==> config.mk <==
export PLATFORM = sky130hd
export DESIGN_NAME = ai_shot_ctrl
export DESIGN_NICKNAME = d
export VERILOG_FILES = /design/src/rtl/ai_shot_ctrl.sv
export SDC_FILE = /design/constraint.sdc
export NUM_CORES = 1
export LEC_CHECK = 0
export BUFFER_PORTS_ARGS = -buffer_cell sky130_fd_sc_hd__buf_4
export CORE_AREA = 2 2 325 327
export DETAILED_ROUTE_END_ITERATION = 16
export DIE_AREA = 0 0 327 329
export PLACE_DENSITY = 0.31
export SKIP_CTS_REPAIR_TIMING = 1
export SLEW_MARGIN = 20
export SYNTH_ARGS = -nofsm -noshare
export SYNTH_HDL_FRONTEND = slang
export SYNTH_SLANG_ARGS = --single-unit
==> constraint.sdc <==
create_clock -name clk -period 7.5 [get_ports clk]
set_clock_uncertainty 0.05 [all_clocks]
set_input_delay 1.125 -clock clk [delete_from_list [all_inputs] [get_ports clk]]
set_output_delay 1.125 -clock clk [all_outputs]
set_load 0.1 [all_outputs]
==> src/rtl/ai_shot_ctrl.sv <==
//==============================================================================
// Module  : ai_shot_ctrl
// Brief   : Shot sequencer around the ship-placement density engine; picks the
//           highest-density unfired cell and returns it over valid/ready.
// Revision: 1.0
//==============================================================================
`default_nettype none

module ai_shot_ctrl #(
  parameter int CELLS   = 100,
  parameter int DW      = 6,
  parameter int TIMEOUT = 1023
) (
  input  logic                clk,
  input  logic                rst_n,
  input  logic                req_valid,
  output logic                req_ready,
  input  logic [CELLS-1:0]    fired,
  input  logic [4:0]          ships,
  output logic [CELLS-1:0]    eng_fired,
  output logic [4:0]          eng_ships,
  output logic                eng_start,
  input  logic                eng_done,
  input  logic [CELLS*DW-1:0] density,
  output logic                shot_valid,
  input  logic                shot_ready,
  output logic [6:0]          shot_pos,
  output logic [3:0]          shot_row,
  output logic [3:0]          shot_col,
  output logic [DW-1:0]       shot_density,
  output logic                no_target,
  output logic                timeout_err
);

  localparam int TW = $clog2(TIMEOUT + 1);

  typedef enum logic [2:0] {
    S_IDLE   = 3'd0,
    S_LAUNCH = 3'd1,
    S_WAIT   = 3'd2,
    S_SCAN   = 3'd3,
    S_OUT    = 3'd4
  } state_t;

  state_t          r_state;
  state_t          w_next;

  logic [TW-1:0]   r_tmo;
  logic            r_fb;
  logic [6:0]      r_idx;
  logic [3:0]      r_row;
  logic [3:0]      r_col;
  logic            r_have;
  logic [6:0]      r_best_pos;
  logic [3:0]      r_best_row;
  logic [3:0]      r_best_col;
  logic [DW-1:0]   r_best_d;

  logic [DW-1:0]   w_dens_arr [CELLS];
  logic [DW-1:0]   w_dens;
  logic            w_take;
  logic            w_tmo_hit;
  logic            w_last;

  generate
    for (genvar g = 0; g < CELLS; g++) begin : g_dens
      assign w_dens_arr[g] = density[g*DW +: DW];
    end
  endgenerate

  // Fallback mode after an engine timeout treats every cell as density 0.
  assign w_dens    = r_fb ? '0 : w_dens_arr[r_idx];
  assign w_take    = !eng_fired[r_idx] && (!r_have || (w_dens > r_best_d));
  assign w_tmo_hit = (r_tmo == TW'(TIMEOUT - 1));
  assign w_last    = (r_idx == 7'(CELLS - 1));

  always_ff @(posedge clk or negedge rst_n) begin
    if (!rst_n) r_state <= S_IDLE;
    else        r_state <= w_next;
  end

  always_comb begin
    w_next     = r_state;
    req_ready  = 1'b0;
    eng_start  = 1'b0;
    shot_valid = 1'b0;
    case (r_state)
      S_IDLE: begin
        req_ready = 1'b1;
        if (req_valid) w_next = (ships == 5'd0) ? S_OUT : S_LAUNCH;
      end
      S_LAUNCH: begin
        eng_start = 1'b1;
        w_next    = S_WAIT;
      end
      S_WAIT: begin
        if (eng_done || w_tmo_hit) w_next = S_SCAN;
      end
      S_SCAN: begin
        if (w_last) w_next = S_OUT;
      end
      S_OUT: begin
        shot_valid = 1'b1;
        if (shot_ready) w_next = S_IDLE;
      end
      default: w_next = S_IDLE;
    endcase
  end

  always_ff @(posedge clk or negedge rst_n) begin
    if (!rst_n) begin
      eng_fired    <= '0;
      eng_ships    <= '0;
      shot_pos     <= '0;
      shot_row     <= '0;
      shot_col     <= '0;
      shot_density <= '0;
      no_target    <= 1'b0;
      timeout_err  <= 1'b0;
      r_tmo        <= '0;
      r_fb         <= 1'b0;
      r_idx        <= '0;
      r_row        <= '0;
      r_col        <= '0;
      r_have       <= 1'b0;
      r_best_pos   <= '0;
      r_best_row   <= '0;
      r_best_col   <= '0;
      r_best_d     <= '0;
    end else begin
      case (r_state)
        S_IDLE: begin
          if (req_valid) begin
            eng_fired <= fired;
            eng_ships <= ships;
            if (ships == 5'd0) begin
              shot_pos     <= 7'd127;
              shot_row     <= 4'd15;
              shot_col     <= 4'd15;
              shot_density <= '0;
              no_target    <= 1'b1;
            end
          end
        end
        S_LAUNCH: begin
          r_tmo      <= '0;
          r_fb       <= 1'b0;
          r_idx      <= '0;
          r_row      <= '0;
          r_col      <= '0;
          r_have     <= 1'b0;
          r_best_pos <= '0;
          r_best_row <= '0;
          r_best_col <= '0;
          r_best_d   <= '0;
        end
        S_WAIT: begin
          if (!eng_done) begin
            if (w_tmo_hit) begin
              timeout_err <= 1'b1;
              r_fb        <= 1'b1;
            end else begin
              r_tmo <= r_tmo + TW'(1);
            end
          end
        end
        S_SCAN: begin
          if (w_take) begin
            r_have     <= 1'b1;
            r_best_pos <= r_idx;
            r_best_row <= r_row;
            r_best_col <= r_col;
            r_best_d   <= w_dens;
          end
          if (r_col == 4'd9) begin
            r_col <= '0;
            r_row <= r_row + 4'd1;
          end else begin
            r_col <= r_col + 4'd1;
          end
          if (!w_last) r_idx <= r_idx + 7'd1;
          // Final cell is folded in combinationally so the result lands with OUT.
          if (w_last) begin
            if (w_take) begin
              shot_pos     <= r_idx;
              shot_row     <= r_row;
              shot_col     <= r_col;
              shot_density <= w_dens;
              no_target    <= 1'b0;
            end else if (r_have) begin
              shot_pos     <= r_best_pos;
              shot_row     <= r_best_row;
              shot_col     <= r_best_col;
              shot_density <= r_best_d;
              no_target    <= 1'b0;
            end else begin
              shot_pos     <= 7'd127;
              shot_row     <= 4'd15;
              shot_col     <= 4'd15;
              shot_density <= '0;
              no_target    <= 1'b1;
            end
          end
        end
        default: ;
      endcase
    end
  end

endmodule

`default_nettype wire

* Word-level counts from Yosys, hierarchy flattened *
Cells that the tools add are included.

word-level totals
  logic and storage cells = 130
  register bits after elaboration = 179
  input port bits = 710

cells by class
  reductions and logical operators = 19
  bitwise logic cells = 2
  mux-type cells = 65
  eq/ne operators = 18
  $add $sub $neg = 4
  order comparisons = 3

operators with widths
  kind                                                        count
  two-way mux 6 bit                                           9
  two-way mux 7 bit                                           7
  two-way mux 4 bit                                           12
  one-hot mux 4 bit (2 select lines)                          6
  binary-select mux 6 bit (select 7 bit)                      1
  one-hot mux 7 bit (2 select lines)                          3
  one-hot mux 6 bit (2 select lines)                          2
  != test 2 bit, second input constant                        11
  two-way mux 10 bit                                          2
  one-hot mux 10 bit (2 select lines)                         1
  two-way mux 3 bit                                           5
  one-hot mux 3 bit (5 select lines)                          1
  two-way mux 1 bit                                           12
  adder 10 x 1 -> 10 bit, second input constant               1
  == test 10 bit, second input constant                       1
  AND reduction 3 bit                                         3
  adder 4 x 1 -> 4 bit, second input constant                 2
  >= comparator 8 bit, second input constant                  1
  less-than comparator 7 x 8 -> 1 bit, second input constant  1
  inverter 7 -> 8 bit                                         1
  AND reduction 2 bit                                         4
  AND reduction 4 bit                                         2
  adder 7 x 1 -> 7 bit, second input constant                 1
  binary-select mux 1 bit (select 7 bit)                      1
  14 further kinds                                            21

* Logic depth before layout (Yosys ltp) *
Gate-level depths: netlist (run 1).

  depth in word-level cells = 11
  gate-level depth with buffers = 23
  gate-level depth less buffers = 15

* Worst setup path after synthesis (run 1) *
OpenSTA, ideal clock, no wires.

  path kind = register to register
  from = register r_idx[0]
  to = register shot_row[3]
  cell stages (with the launch flop) = 21
  slack = 2.005 ns
  setup time = 0.123 ns
  required time = 7.327 ns
  path buffers = 7
  arrival time = 5.322 ns
  cell sequence = dfrtp_1 -> buf_6 -> buf_4 -> buf_4 -> buf_6 -> buf_1 -> mux4_2 -> mux4_2 -> mux4_2 -> nor2_1 -> a211oi_1 -> ha_1 -> a21oi_1 -> nand2_1 -> nand2_1 -> o31a_1 -> o2111a_1 -> or4_1 -> buf_2 -> buf_6 -> o221a_1

on the way
  longest elaborated chain between the ends = 11
  elaborated cells on any way between the ends = 17

ends and longest elaborated chain
  what                                                  line  text
  from (decl)                                           50    logic [6:0] r_idx;
  from (signal assigned)                                181   if (!w_last) r_idx <= r_idx + 7'd1;
  inverter 7 -> 8 bit (implied by the code)             72    assign w_dens = r_fb ? '0 : w_dens_arr[r_idx];
  binary-select mux 6 bit (select 7 bit)                72
  two-way mux 6 bit (implied by the code) (2 in a row)  72
  two-way mux 6 bit                                     72
  > comparator 6 bit                                    73    assign w_take = !eng_fired[r_idx] && (!r_have || (w_dens > r_best_d));
  logical OR 1 bit                                      73
  logical AND 1 bit                                     73
  two-way mux 4 bit                                     184   if (w_take) begin
  two-way mux 4 bit                                     183   if (w_last) begin
  one-hot mux 4 bit (2 select lines)                    131   case (r_state)
  to (signal assigned)                                  186   shot_row <= r_row;
  to (signal assigned)                                  192   shot_row <= r_best_row;
  to (decl)                                             28    output logic [3:0] shot_row,

Parallel ways exist; a longest one is shown, timed or not. The select of a mux whose other input is x is not followed.
A chain may end at the register's enable or synchronous reset.

* Worst setup path in the final report (run 1) *
  from = register r_idx[0]
  to = register shot_col[0]

on the way
  longest elaborated chain between the ends = 11
  elaborated cells on any way between the ends = 17

ends and longest elaborated chain
  what                                                  line  text
  inverter 7 -> 8 bit (implied by the code)             72
  binary-select mux 6 bit (select 7 bit)                72
  two-way mux 6 bit (implied by the code) (2 in a row)  72
  two-way mux 6 bit                                     72
  > comparator 6 bit                                    73
  logical OR 1 bit                                      73
  logical AND 1 bit                                     73
  two-way mux 4 bit                                     184
  two-way mux 4 bit                                     183
  one-hot mux 4 bit (2 select lines)                    131
  to (signal assigned)                                  187   shot_col <= r_col;
  to (signal assigned)                                  193   shot_col <= r_best_col;
  to (decl)                                             29    output logic [3:0] shot_col,

Parallel ways exist; a longest one is shown, timed or not. The select of a mux whose other input is x is not followed.

==> results of run 1 <==
[through the flow]
step	power, mW	std cells	instance area, um^2	util (%)
after floorplan	6.55	971	13200	-
after global placement	8.55	3140	21100	20.2
after detailed placement	8.55	3140	21100	20.2
after CTS	9.56	3172	21700	20.8
after global routing	9.85	3173	21700	20.8
final	9.37	3178	21700	20.8
[worst paths after layout]
kind | start | end | slack [ns] | depth (start not counted)
worst max-delay path | r_idx[0] | shot_col[0] | 1.73 | 13
worst max register to register | r_idx[0] | shot_col[0] | 1.73 | 13
worst min register to register | timeout_err | timeout_err | 0.44 | 1
worst min-delay path | timeout_err | timeout_err | 0.44 | 1
max in group asynchronous | rst_n | eng_fired[24] | 5.65 | 2
min in group asynchronous | rst_n | r_state[2] | 0.53 | 1
[metal layers]
metal  up-vias  global-route usage, %  share of wire (%)
met4        10                   2.80               0.91
li1       5525                      -                  -
met2       525                   28.2                 52
met3        59                   3.96                6.0
met5         -                      0              0.073
met1      6513                   19.9                 41
[state kept, by name (all words and copies together), names as in the netlist, 5 cells and up]
signal,flops
r_idx,7
r_best_pos,7
eng_ships,5
r_tmo,10
shot_density,6
eng_fired,100
r_best_d,6
shot_pos,7
[power by group through the flow]
stage	registers (mW)	clock network [mW]	logic (mW)
global route	1.93	1.04	6.88
CTS	1.86	1.01	6.69
finish	1.85	0.957	6.57
detailed placement	1.88	0	6.68
global placement	1.87	0	6.69
floorplan	4.12	0	2.44
[logic make-up after synthesis]
group	count (synthesis)	synth area share (%)
simple gates	187	6.86
flops	179	34.0
xor+xnor	10	0.665
mux	354	47.1
buf+inv	119	3.96
fa+ha+maj	10	0.951
compound gates	112	6.39
[cell usage after synthesis (all sizes together), types with 2 or more instances]
master / n / area share [%]
and2: 8 / 0.38
a22o: 4 / 0.27
ha: 10 / 0.95
a22oi: 5 / 0.29
and3: 2 / 0.095
o21ai: 18 / 0.68
nor2b: 6 / 0.29
nand2b: 11 / 0.52
o211ai: 5 / 0.29
a31oi: 4 / 0.19
o22ai: 4 / 0.19
or3: 6 / 0.29
nand2: 69 / 2.0
o221ai: 6 / 0.40
xnor2: 4 / 0.27
o211a: 2 / 0.15
o21a: 2 / 0.11
mux4: 200 / 34
mux2: 125 / 11
mux2i: 29 / 2.2
o41ai: 4 / 0.32
clkbuf: 50 / 1.4
xor2: 6 / 0.40
nor3: 13 / 0.49
inv: 31 / 0.88
a311o: 3 / 0.23
a211oi: 4 / 0.23
a221oi: 5 / 0.33
o22a: 2 / 0.13
o221a: 13 / 1.1
a21o: 2 / 0.11
nand3: 22 / 0.84
nor2: 27 / 0.77
buf: 38 / 1.7
or2: 4 / 0.19
nand4: 11 / 0.52
a21oi: 21 / 0.80
dfrtp: 179 / 34
nor3b: 4 / 0.23
[cells in the final DEF (no fill, tap or decap), drive strengths merged, types with 3 or more instances in the layout]
cell type	n
a22oi	5
buf	865
clkinv	7
a221oi	5
a311o	3
nor3	13
or2	4
nand2	69
o41ai	4
o211ai	5
nor2	27
mux2i	29
dfrtp	179
nand2b	11
nor3b	4
o221a	13
a31oi	4
diode	6
xor2	6
a22o	4
mux4	200
mux2	125
and2	8
clkbuf	19
o22ai	4
or3	6
nor2b	6
o221ai	6
xnor2	4
inv	37
nand4	11
ha	10
o21ai	18
nand3	22
a211oi	4
a21oi	21
[area by class of cell]
| cell class | instances | area [um^2] | area share [%] |
|---|---|---|---|
| multi-input combinational | 673 | 8180 | 37.7 |
| timing repair buffer | 866 | 6560 | 30.2 |
| sequential | 179 | 4490 | 20.7 |
| tap | 1391 | 1740 | 8.03 |
| clock buffer | 18 | 429 | 1.98 |
| clock inverter | 14 | 161 | 0.744 |
| inverter | 31 | 118 | 0.542 |
| antenna | 6 | 15.0 | 0.0692 |
==> metrics.cfg, run 1 <==
[run_status]
outcome=finished clean

[pwr]
power.leakage_nw=9.17
p_sw_mw=5.27
power.internal_mw=4.10
vdd_drop_max_mv=0.275
pwr-share-seq_pct=19.7
p_sw_share_pct=56.2
clockPowerShare_pct=10.2
pwr-share-comb_pct=70.1
p_per_area_nw_per_um2=432

[sta]
fin_tns_setup_ns=0
period_minus_slack_ns=5.77
fin_crit_sh_pct=77.0
final-setup-viol-count=0
relSlewSlack_pct=37.8
finalHoldViolCount=0
tightest_slew_ns=0.933
slew_violations=0
whs_ns=0.439
fmax_ghz=0.173
rsz0062_at_grt=false
fin_ws_ns=1.73

[layout]
layout.nets=2488
area_growth_pct=64.8
fill_cells=11300
drive_gt1_share_pct=70.1

[critical_path]
cp_slowest_stage_delay_ns=0.94
path_cells=buf_12, mux4_2, mux4_2, mux4_2, nor2_1, a211oi_1, ha_1, nor3b_1, nor2_1, o31a_1, o2111a_1, or4_1, o221a_2
worstPathArrival_ns=6.09
cp_num_buf_inv=1
critPathCaptureType=register
crit_slowest_cell=or4_1
path_class=register to register
worst-path-max-fanout=52
critPathRequiredTime_ns=7.82
critPathTopFamily=multiplexers
critPathMostFrequentCell=mux4_2
startpoint_type=register

[drt]
wl_per_cell_um=28.1
firstDrtPassIters=5
vias_per_cell=3.97
wl_um=89400
route.detailed.drc=0
ant_nets=0
dr_total_vias=12600
drt_iter0_drc=644

[yosys]
yosysWarnings=0
ys_ff_latch=179
syn_area_per_cell_um2=13.6
netlist_instances=971
ys_async_sr_fraction_pct=100
synth-edff-count=0
synth_ff_type=dfrtp_1
synth_seq_area_share_pct=34.0
syn_nets=1691
ys_types=57
netlist_area_um2=13200

[die]
die_h_um=329
die_w_um=327
core_area_um2=104000
io_pins=841
fp-row-count=119
dieArea_um2=108000
start_util_pct=12.6

[grt]
grt_pass1_vias=13900
grt_pass1_wl_um=119000
grt.overflow.total=0
track_usage_pct=16.0
antenna_found_initial=15
grt_max_degree=136

[place]
preCtsSetupSlack_ns=1.63
port_buffers=840
gp_congestion=0.877
place_hpwl_um=74600

[cts]
cts_buffers=17
cts_buffer_depth=2
cts_tree=done
cts-root-buf=clkbuf_16
clk_pin_slew_worst_paths_ns=0.09
cts_sinks=179
clk_latency_ns=0.49
htree_levels=4

[hold_path]
hp-class=register to register

[run]
maxCapViolations=0

No activity file was read; power rests on OpenSTA's default activity.
==> run 2, diff against run 1 <==
==> constraint.sdc (replaced) <==
create_clock -name clk -period 6.05 [get_ports clk]
set_clock_uncertainty 0.05 [all_clocks]
set_input_delay 0.9075 -clock clk [delete_from_list [all_inputs] [get_ports clk]]
set_output_delay 0.9075 -clock clk [all_outputs]
set_load 0.1 [all_outputs]
==> metrics.cfg, run 2 (same netlist as run 1, synthesis figures left out) <==
[layout]
fin_util_pct=21.0  ; +0.17 points
largest_reg_flops=100  ; unchanged
fin_cells=3199  ; +0.66%
final_cell_mix=877 x buf_4, 200 x mux4_2, 176 x dfrtp_1
reg.largest.list=eng_fired x100, r_tmo x10
area_growth_pct=66.2
design_area_um2=21900  ; +0.83%
final_common_cell=buf_4
fill_cells=11300  ; +0.19%
layout.nets=2507  ; +0.76%
drive_gt1_share_pct=70.4  ; +0.32 points
largest_register=eng_fired

[cts]
cts_buffers=17  ; unchanged
cts_buffer_depth=2  ; unchanged
cts_sinks=179  ; unchanged
clk_latency_ns=0.50  ; about the same
cts_tree=done
cts-root-buf=clkbuf_16
htree_levels=4  ; unchanged
clk_pin_slew_worst_paths_ns=0.08  ; about the same

[grt]
grt_pass1_wl_um=118000  ; -1.0%
grt_max_degree=105  ; -23%
grt.overflow.total=0  ; unchanged
track_usage_pct=15.9  ; -0.061 points
grt_pass1_vias=13700  ; -1.1%
antenna_found_initial=32  ; +17

[sta]
slew_violations=0  ; unchanged
tightest_slew_ns=0.917  ; -0.0154 ns
final-setup-viol-count=0  ; unchanged
period_minus_slack_ns=5.68  ; -0.0951 ns
rsz0062_at_grt=false
fin_tns_setup_ns=0  ; unchanged
fin_ws_ns=0.370  ; -1.35 ns
fin_crit_sh_pct=93.9  ; +17 points
fmax_ghz=0.176  ; +1.7%
relSlewSlack_pct=38.9  ; +1.0 points
finalHoldViolCount=0  ; unchanged

[die]
io_pins=841  ; unchanged
start_util_pct=12.6  ; unchanged
die_h_um=329  ; unchanged
dieArea_um2=108000  ; unchanged
die_w_um=327  ; unchanged
fp-row-count=119  ; unchanged
core_area_um2=104000  ; unchanged

[critical_path]
cp_num_buf_inv=1  ; unchanged
critPathCaptureType=register
worst-path-max-fanout=29  ; -44%
critPathRequiredTime_ns=6.36  ; -1.46 ns
path_class=register to register
critPathMostFrequentCell=mux4_2
path_cells=buf_12, mux4_2, mux4_2, mux4_2, nor2_1, a211oi_1, ha_1, nor2b_1, mux2i_1, o2111a_1, or4_1, o221a_2
crit_slowest_cell=or4_1
critPathTopFamily=multiplexers
cp_slowest_stage_delay_ns=0.98  ; +0.04 ns
worstPathArrival_ns=5.99  ; -0.10 ns
startpoint_type=register

[place]
port_buffers=840  ; unchanged
dpl.cell_count=3159  ; +0.61%
place_hpwl_um=74500  ; -0.13%
gp_congestion=0.937  ; +6.8%
preCtsSetupSlack_ns=0.357  ; -1.27 ns
postPlaceCellArea_um2=21300  ; +0.85%

[drt]
drt_iter0_drc=736  ; +14%
firstDrtPassIters=5  ; unchanged
dr_total_vias=12800  ; +1.0%
ant_nets=0  ; unchanged
route.detailed.drc=0  ; unchanged
wl_per_cell_um=27.9  ; -0.95%
vias_per_cell=3.99  ; +0.37%
wl_um=89100  ; -0.30%

[hold_path]
hp-class=input pin to asynchronous set/reset pin

[pwr]
p_per_area_nw_per_um2=537  ; +24%
power.leakage_nw=9.28  ; +1.2%
vdd_drop_max_mv=0.342  ; +24%

[run_status]
outcome=finished clean

[run]
maxCapViolations=0  ; unchanged

## run 2: cell type report
class	count	area (um^2)	area share, %
clock inverters	14	156	0.715
multi-input cells	673	8180	37.4
well taps	1391	1740	7.96
clock buffers	18	429	1.96
diodes	8	20.0	0.0915
inverters	31	118	0.538
repair buffers	885	6740	30.8
flip-flops and latches	179	4490	20.5
## run 2: report_power, final
part | internal [mW] | switching [mW] | total [mW]
clock | 0.555 | 0.612 | 1.17
combinational | 2.89 | 5.44 | 8.33
sequential | 1.71 | 0.539 | 2.25
## run 2: layer usage
metal,GRT usage [%],wire [um]
met2,27.0,45000
met5,0,58
met4,3.55,1070
met1,19.9,36200
met3,4.82,6740
## run 2: through the flow
stage | hold WS (ns) | power, mW
after floorplan | 0.410 | 8.12
after CTS | 0.414 | 12.0
after detailed placement | 0.430 | 10.7
after global placement | 0.410 | 10.7
final | 0.391 | 11.7
after global routing | 0.445 | 12.3
## run 2: path summary, 6_finish.rpt
path / startpoint / endpoint / slack, ns / cells after the start
min in group clk: timeout_err / timeout_err / 0.44 / 1
worst max register to register: r_idx[0] / shot_col[2] / 0.37 / 12
worst min-delay path: rst_n / eng_fired[32] / 0.39 / 1
worst max-delay path: r_idx[0] / shot_col[2] / 0.37 / 12
max in group asynchronous: rst_n / eng_fired[79] / 4.40 / 2
worst min register to register: timeout_err / timeout_err / 0.44 / 1
